**config.mk**
```make
export PLATFORM = sky130hd
export DESIGN_NAME = sm83_fetch
export DESIGN_NICKNAME = d
export VERILOG_FILES = /design/src/rtl/sm83_fetch.sv
export SDC_FILE = /design/constraint.sdc
export NUM_CORES = 1
export LEC_CHECK = 0
export BUFFER_PORTS_ARGS = -buffer_cell sky130_fd_sc_hd__buf_4
export CAP_MARGIN = 20
export CORE_MARGIN = 1.5
export CORE_UTILIZATION = 50
export DETAILED_ROUTE_END_ITERATION = 12
export PLACE_DENSITY = 0.9
export REMOVE_ABC_BUFFERS = 1
export SLEW_MARGIN = 15
export SYNTH_ARGS = -nofsm -noshare
export SYNTH_HDL_FRONTEND = slang
export SYNTH_SLANG_ARGS = --single-unit
```
**constraint.sdc**
```tcl
create_clock -name clk -period 3.3 [get_ports clk]
set_input_delay 0.495 -clock clk [delete_from_list [all_inputs] [get_ports clk]]
set_output_delay 0.495 -clock clk [all_outputs]
set_load 0.02 [all_outputs]
```
**src/rtl/sm83_fetch.sv**
```systemverilog
// SM83 instruction fetch stage.
// Pulls opcode bytes from the memory bus at PC and follows the 0xCB prefix.
// Collects 0..2 immediate bytes and presents one instruction record to
// decode/execute over a valid/ready handshake. Execute redirects PC with pc_load.
// Optional feature macro: SM83_HALT_BUG_EN (HALT-bug PC freeze on the next opcode).
module sm83_fetch #(
  parameter logic [15:0] RESET_PC = 16'h0000
) (
  input  logic        clk,
  input  logic        rst_n,
  output logic        mem_req,
  output logic [15:0] mem_addr,
  input  logic [7:0]  mem_rdata,
  input  logic        mem_ack,
  input  logic        pc_load,
  input  logic [15:0] pc_load_val,
  input  logic        halt_bug,
  output logic        instr_valid,
  input  logic        instr_ready,
  output logic [7:0]  instr_op,
  output logic        instr_cb,
  output logic [15:0] instr_imm,
  output logic [1:0]  instr_imm_len,
  output logic        instr_illegal,
  output logic [15:0] instr_pc,
  output logic [15:0] pc_next
);

  typedef enum logic [2:0] {StOp, StCb, StImmLo, StImmHi, StHold} state_e;

  state_e      state_q, state_d;
  logic [15:0] pc_q, pc_d;
  logic [7:0]  op_q, op_d;
  logic        cb_q, cb_d;
  logic [15:0] imm_q, imm_d;
  logic [1:0]  len_q, len_d;
  logic        illegal_q, illegal_d;
  logic [15:0] ipc_q, ipc_d;
  logic        halt_skip;

  // Immediate byte count for an unprefixed opcode.
  function automatic logic [1:0] imm_len_of(input logic [7:0] op);
    unique case (op)
      8'h06, 8'h0E, 8'h16, 8'h1E, 8'h26, 8'h2E, 8'h36, 8'h3E,
      8'h10, 8'h18, 8'h20, 8'h28, 8'h30, 8'h38,
      8'hC6, 8'hCE, 8'hD6, 8'hDE, 8'hE6, 8'hEE, 8'hF6, 8'hFE,
      8'hE0, 8'hF0, 8'hE8, 8'hF8:                               imm_len_of = 2'd1;
      8'h01, 8'h11, 8'h21, 8'h31, 8'h08,
      8'hC2, 8'hC3, 8'hCA, 8'hD2, 8'hDA,
      8'hC4, 8'hCC, 8'hCD, 8'hD4, 8'hDC, 8'hEA, 8'hFA:          imm_len_of = 2'd2;
      default:                                                  imm_len_of = 2'd0;
    endcase
  endfunction

  // Unused holes in the unprefixed opcode map.
  function automatic logic is_illegal(input logic [7:0] op);
    unique case (op)
      8'hD3, 8'hDB, 8'hDD, 8'hE3, 8'hE4, 8'hEB,
      8'hEC, 8'hED, 8'hF4, 8'hFC, 8'hFD:        is_illegal = 1'b1;
      default:                                  is_illegal = 1'b0;
    endcase
  endfunction

`ifdef SM83_HALT_BUG_EN
  logic halt_q, halt_d;

  // One-shot HALT-bug flag: armed by the pulse, spent on the next opcode byte.
  always_comb begin
    halt_d = halt_q;
    if (pc_load) begin
      halt_d = 1'b0;
    end else if (halt_bug) begin
      halt_d = 1'b1;
    end else if (state_q == StOp && mem_ack) begin
      halt_d = 1'b0;
    end
  end

  // HALT-bug flag register.
  always_ff @(posedge clk or negedge rst_n) begin
    if (!rst_n) begin
      halt_q <= 1'b0;
    end else begin
      halt_q <= halt_d;
    end
  end

  assign halt_skip = halt_q;
`else
  logic unused_halt_bug;
  assign unused_halt_bug = halt_bug;
  assign halt_skip       = 1'b0;
`endif

  // Next-state, PC advance and record assembly; redirect overrides everything.
  always_comb begin
    state_d   = state_q;
    pc_d      = pc_q;
    op_d      = op_q;
    cb_d      = cb_q;
    imm_d     = imm_q;
    len_d     = len_q;
    illegal_d = illegal_q;
    ipc_d     = ipc_q;
    if (pc_load) begin
      // A same-cycle ack is dropped; the partial record is abandoned.
      pc_d    = pc_load_val;
      state_d = StOp;
    end else begin
      unique case (state_q)
        StOp: begin
          if (mem_ack) begin
            ipc_d = pc_q;
            pc_d  = halt_skip ? pc_q : pc_q + 16'd1;
            if (mem_rdata == 8'hCB) begin
              state_d = StCb;
            end else begin
              op_d      = mem_rdata;
              cb_d      = 1'b0;
              imm_d     = 16'h0000;
              len_d     = imm_len_of(mem_rdata);
              illegal_d = is_illegal(mem_rdata);
              state_d   = (imm_len_of(mem_rdata) == 2'd0) ? StHold : StImmLo;
            end
          end
        end
        StCb: begin
          if (mem_ack) begin
            pc_d      = pc_q + 16'd1;
            op_d      = mem_rdata;
            cb_d      = 1'b1;
            imm_d     = 16'h0000;
            len_d     = 2'd0;
            illegal_d = 1'b0;
            state_d   = StHold;
          end
        end
        StImmLo: begin
          if (mem_ack) begin
            pc_d       = pc_q + 16'd1;
            imm_d[7:0] = mem_rdata;
            state_d    = (len_q == 2'd2) ? StImmHi : StHold;
          end
        end
        StImmHi: begin
          if (mem_ack) begin
            pc_d        = pc_q + 16'd1;
            imm_d[15:8] = mem_rdata;
            state_d     = StHold;
          end
        end
        StHold: begin
          if (instr_ready) begin
            state_d = StOp;
          end
        end
        default: state_d = StOp;
      endcase
    end
  end

  // State, PC and record registers.
  always_ff @(posedge clk or negedge rst_n) begin
    if (!rst_n) begin
      state_q   <= StOp;
      pc_q      <= RESET_PC;
      op_q      <= 8'h00;
      cb_q      <= 1'b0;
      imm_q     <= 16'h0000;
      len_q     <= 2'd0;
      illegal_q <= 1'b0;
      ipc_q     <= 16'h0000;
    end else begin
      state_q   <= state_d;
      pc_q      <= pc_d;
      op_q      <= op_d;
      cb_q      <= cb_d;
      imm_q     <= imm_d;
      len_q     <= len_d;
      illegal_q <= illegal_d;
      ipc_q     <= ipc_d;
    end
  end

  // Bus request and record presentation.
  always_comb begin
    mem_req       = (state_q != StHold);
    mem_addr      = pc_q;
    instr_valid   = (state_q == StHold);
    instr_op      = op_q;
    instr_cb      = cb_q;
    instr_imm     = imm_q;
    instr_imm_len = len_q;
    instr_illegal = illegal_q;
    instr_pc      = ipc_q;
    pc_next       = pc_q;
  end

endmodule

```
### After elaboration in Yosys (flattened, before gate mapping)

Cells that the tools add are included.
W data, S select, Z words.

* input bits: 30
* register bits after elaboration: 63
* output and inout port bits: 78
* word-level logic and storage cells: 136

* add/sub/neg operators: 1
* reduce and logical (&&, ||, !) cells: 18
* bitwise gates (word level): 1
* multiplexer cells: 37
* equality and inequality tests: 70

Operator list (count)
* $eq A8 B8 Y1 const B: 36
* $mux W16: 6
* $eq A8 B6 Y1 const B: 10
* $pmux W8 S3: 2
* $eq A8 B5 Y1 const B: 5
* $reduce_or A26 Y1: 1
* $mux W3: 8
* $mux W8: 3
* $reduce_or A17 Y1: 1
* $add A16 B1 Y16 const B: 1
* $eq A8 B4 Y1 const B: 2
* $pmux W8 S2: 1
* $pmux W3 S4: 1
* $reduce_and A6 Y1: 2
* $reduce_or A11 Y1: 1
* $mux W2: 5
* $ne A2 B2 Y1 const B: 5
* $ne A3 B3 Y1 const B: 3
* $eq A8 B1 Y1 const B: 1
* $eq A8 B3 Y1 const B: 1
* $pmux W2 S2: 2
* $mux W1: 7
* $eq A3 B2 Y1 const B: 2
* $reduce_bool A2 Y1: 3
* 16 further kinds: 18

### Longest topological paths before layout

* word-level depth: 13
* depth in mapped cells: 7
* gate-level depth less buffers: 5

### Worst setup path after synthesis

OpenSTA, ideal clock, no wires.

* path kind: input to register
* start: input mem_rdata[4]
* end: register op_q[0] (netlist: instr_op[0])
* path slack: 1496 ps
* data arrival time: 1680 ps
* cell stages on the path: 5
* buffers on the path: 1
* data required time: 3175 ps
* setup time: 125 ps
* cells stage by stage: clkbuf_1 -> nor3b_2 -> nand3_2 -> a21oi_4 -> mux2_2

* word-level cells in the longest chain between the ends: 3

Ends and longest elaborated chain
* start, declared: RTL line 13 `input logic [7:0] mem_rdata,`
* $eq A8 B8 Y1: RTL line 115 `if (mem_rdata == 8'hCB) begin`
* $ne A2 B2 Y1 (no line)
* $reduce_and A5 Y1 (no line)
* end signal, assigned: RTL line 176 `op_q <= op_d;`
* end, declared: RTL line 33 `logic [7:0] op_q, op_d;`

No other way between the ends.
A chain may end at the register's enable or synchronous reset.

### Worst setup path in the final report

* start: register state_q[1]
* end: register ipc_q[9] (netlist: instr_pc[9])

* word-level cells in the longest chain between the ends: 2

Ends and longest elaborated chain
* start, declared: RTL line 31 `state_e state_q, state_d;`
* start signal, assigned: RTL line 165 `state_q <= StOp;`
* start signal, assigned: RTL line 174 `state_q <= state_d;`
* $logic_not A3 Y1: RTL line 110 `unique case (state_q)`
* $reduce_and A3 Y1 (no line)
* end signal, assigned: RTL line 181 `ipc_q <= ipc_d;`
* end, declared: RTL line 38 `logic [15:0] ipc_q, ipc_d;`

No other way between the ends.

==> out/results.txt <==
CTS tree = done
# nets final = 452
iteration-0 DRC count of the detailed router = 110
Hold WC Path Type = primary input to asynchronous set/reset pin
first-pass GRT wire length = 13200 um
Via density = 5.54
First-pass DRT Iterations = 4
post-CTS setup buffers = 0
clock transition at the registers of the reported paths = 0.07 ns
Achievable Freq = 0.496 GHz
Cells after Synth = 336
# H-tree levels = 3
fraction of the yosys area taken by sequential cells = 47.8%
Synth area leaders = dfrtp_1 (48%), mux2_2 (8.2%), nand2_1 (8.0%), buf_4 (3.6%), xnor2_1 (3.2%)
RSZ-0062 raised after global routing = false
Initial Utilization = 52.0%
Synth area leader = dfrtp_1
input/output buffers = 106
Critical Path Max Stage Delay = 0.59 ns
share of layout cells above drive strength 1 = 36.4%
final wirelength = 7630 um
RR Startpoint = state_q[1]$_DFFE_PN0P_
fillers = 513
area grow syn2layout = 27.0%
critical path depth in cells = 4
Cell variety after synth = 50
gr usage total = 23.0%
Skew-Pair Late Insertion Delay = 0.34 ns
Die ar. = 7100 um2
headroom to the max-slew limit = 47.5%
core box area = 6350 um2
Synth Warn # = 0
Worst setup startpoint = state_q[1]$_DFFE_PN0P_
Cell Chain, Critical Path = or3b_4 > or2_1 > nand2_1 > o21ai_0
Pleak = 2.03 nW
Post-synth EDFFs = 0
final max-slew violation count = 0
pwr dens = 564 nW/um2
vias in the first global route = 2786
total negative setup slack = 0 ns
Worst path slowest cell = dfrtp_1
# DRC = 0
Placed Area = 3970 um2
die height = 84.2 um
cts bufs inserted = 9
ant diodes = 0
Primary FF master, synth = dfrtp_1
Worst EP required = 3.49 ns
CTS Sinks = 63
register area = 1580 um2
final hold violation count = 0
cell family with most CP delay = simple AND/OR/NAND/NOR gates
via count of the routed design = 2787
FF-to-FF path depth = 4
flop-to-flop setup slack = 1.28 ns
Mean Syn Cell Area = 9.82 um2
Worst Max-Slew Pin Slew = 0.787 ns
Critical Path Source Type = register
crit path capture type = register
WP data arrival = 2.21 ns
worst r2r dst = instr_pc[9]$_DFFE_PN0P_
post-route ant nets = 0
status = completed
Hold WS = 0.238 ns
Die Wd = 84.2 um
Rows = 29
routed len/inst = 15.2 um
crit-path max FO = 19
maximum buffer depth of the clock tree = 2
CTS root buf = clkbuf_8
critical path buffer and inverter count = 0
Worst VDD drop = 459 uV
dpl hpwl = 5450 um
Setup Skew = 0.00786 ns
area occupied by multi-input gates = 1470 um2
Setup CP Type = register to register
GR Overflow Total = 0
post-synth top area share = 47.8%
largest net degree at the start of global routing = 64
Yosys reg bits = 63
initial antenna violation count = 0
post_cts resized = 0
I/O Pins = 108
Final setup viols = 0
Period minus WS final = 2.02 ns
GP Congestion = 0.786
ys async rst share = 100%
Setup crit end = instr_pc[9]$_DFFE_PN0P_
Mapped Area = 3300 um2
Period Utilization, post-route = 61.1%
Design Area, Final = 4190 um2
Max Cap Violations = 0
number of buffers inserted by hold repair at cts = 0
==> synthesized netlist by cell type, drive strengths merged, types with 6 or more instances <==
cell    number
buf         27
dfrtp       63
inv          9
mux2        24
nand2       70
nand2b       6
nand3        6
nand4        6
nor2        27
nor3         8
o21ai       22
xnor2       12
==> routing by layer <==
layer	GRT usage [%]	vias to the layer above	wire (um)
li1	-	1300	-
met1	27.6	1364	3110
met2	40.4	116	3950
met3	7.18	7	508
met4	5.81	0	63
met5	0	-	0
==> power by group <==
part / switching, mW / internal (mW)
combinational: 0.366 / 0.284
clock: 0.297 / 0.446
sequential: 0.0911 / 0.879
==> flip-flops by register name, summed over array words and instances (netlist names) <==
signal         flops
instr_imm         16
state_q            3
instr_imm_len      2
instr_pc          16
instr_op           8
mem_addr          16
instr_illegal      1
instr_cb           1
==> final cells by class <==
| type | count | area share (%) |
|---|---|---|
| Clock inverter | 5 | 1.94 |
| Tap cell | 77 | 2.30 |
| Sequential cell | 63 | 37.6 |
| Timing Repair Buffer | 106 | 19.0 |
| Clock buffer | 11 | 3.37 |
| Multi-Input combinational cell | 232 | 35.0 |
| Inverter | 9 | 0.806 |
==> worst min path at each step <==
stage | end | depth (start not counted) | start | slack (ns)
finish | mem_addr[14]$_DFFE_PN0P_ | 1 | rst_n | 0.24
global route | mem_addr[14]$_DFFE_PN0P_ | 1 | rst_n | 0.30
CTS | instr_pc[15]$_DFFE_PN0P_ | 1 | rst_n | 0.26
detailed placement | instr_pc[6]$_DFFE_PN0P_ | 2 | instr_pc[6]$_DFFE_PN0P_ | 0.46
global placement | instr_pc[8]$_DFFE_PN0P_ | 2 | instr_pc[8]$_DFFE_PN0P_ | 0.46
floorplan | instr_cb$_DFFE_PN0P_ | 0 | rst_n | 0.20
==> through the flow <==
| step | setup WS [ns] | util [%] | cells | power, mW |
|---|---|---|---|---|
| after floorplan | 1.58 | - | 304 | 1.32 |
| after global placement | 1.24 | 62.5 | 487 | 1.62 |
| after detailed placement | 1.21 | 62.5 | 487 | 1.64 |
| after CTS | 1.28 | 66.0 | 503 | 2.39 |
| after global routing | 1.19 | 66.0 | 503 | 2.49 |
| final | 1.28 | 66.0 | 503 | 2.36 |
==> cell families (layout without fill, tap and decap cells) <==
| group | count (synthesis) | in the layout | share of synthesized area (%) |
|---|---|---|---|
| compound gates | 44 | 44 | 8.91 |
| xor+xnor | 16 | 16 | 4.25 |
| fa+ha+maj | 1 | 1 | 0.379 |
| buf+inv | 41 | 131 | 7.77 |
| flops | 63 | 63 | 47.8 |
| mux | 28 | 28 | 9.40 |
| simple gates | 143 | 143 | 21.5 |
==> cells in the final DEF, fill, tap and decap left out, types with 2 or more instances in the layout <==
master     count
bufinv_16      2
nand2_1       70
nand4_1        5
nand2b_1       6
a31oi_1        3
nand3_1        5
and2_1         2
inv_1          9
nor2b_1        4
a21oi_1        4
nor3_1         8
clkbuf_8      10
a32o_1         4
mux2i_1        4
mux2_2        24
nor2_1        25
nor4_1         5
o21ai_0       18
dfrtp_1       63
o21ai_1        4
xor2_1         4
xnor2_1       12
buf_4        106
No activity file was read; power rests on OpenSTA's default activity.
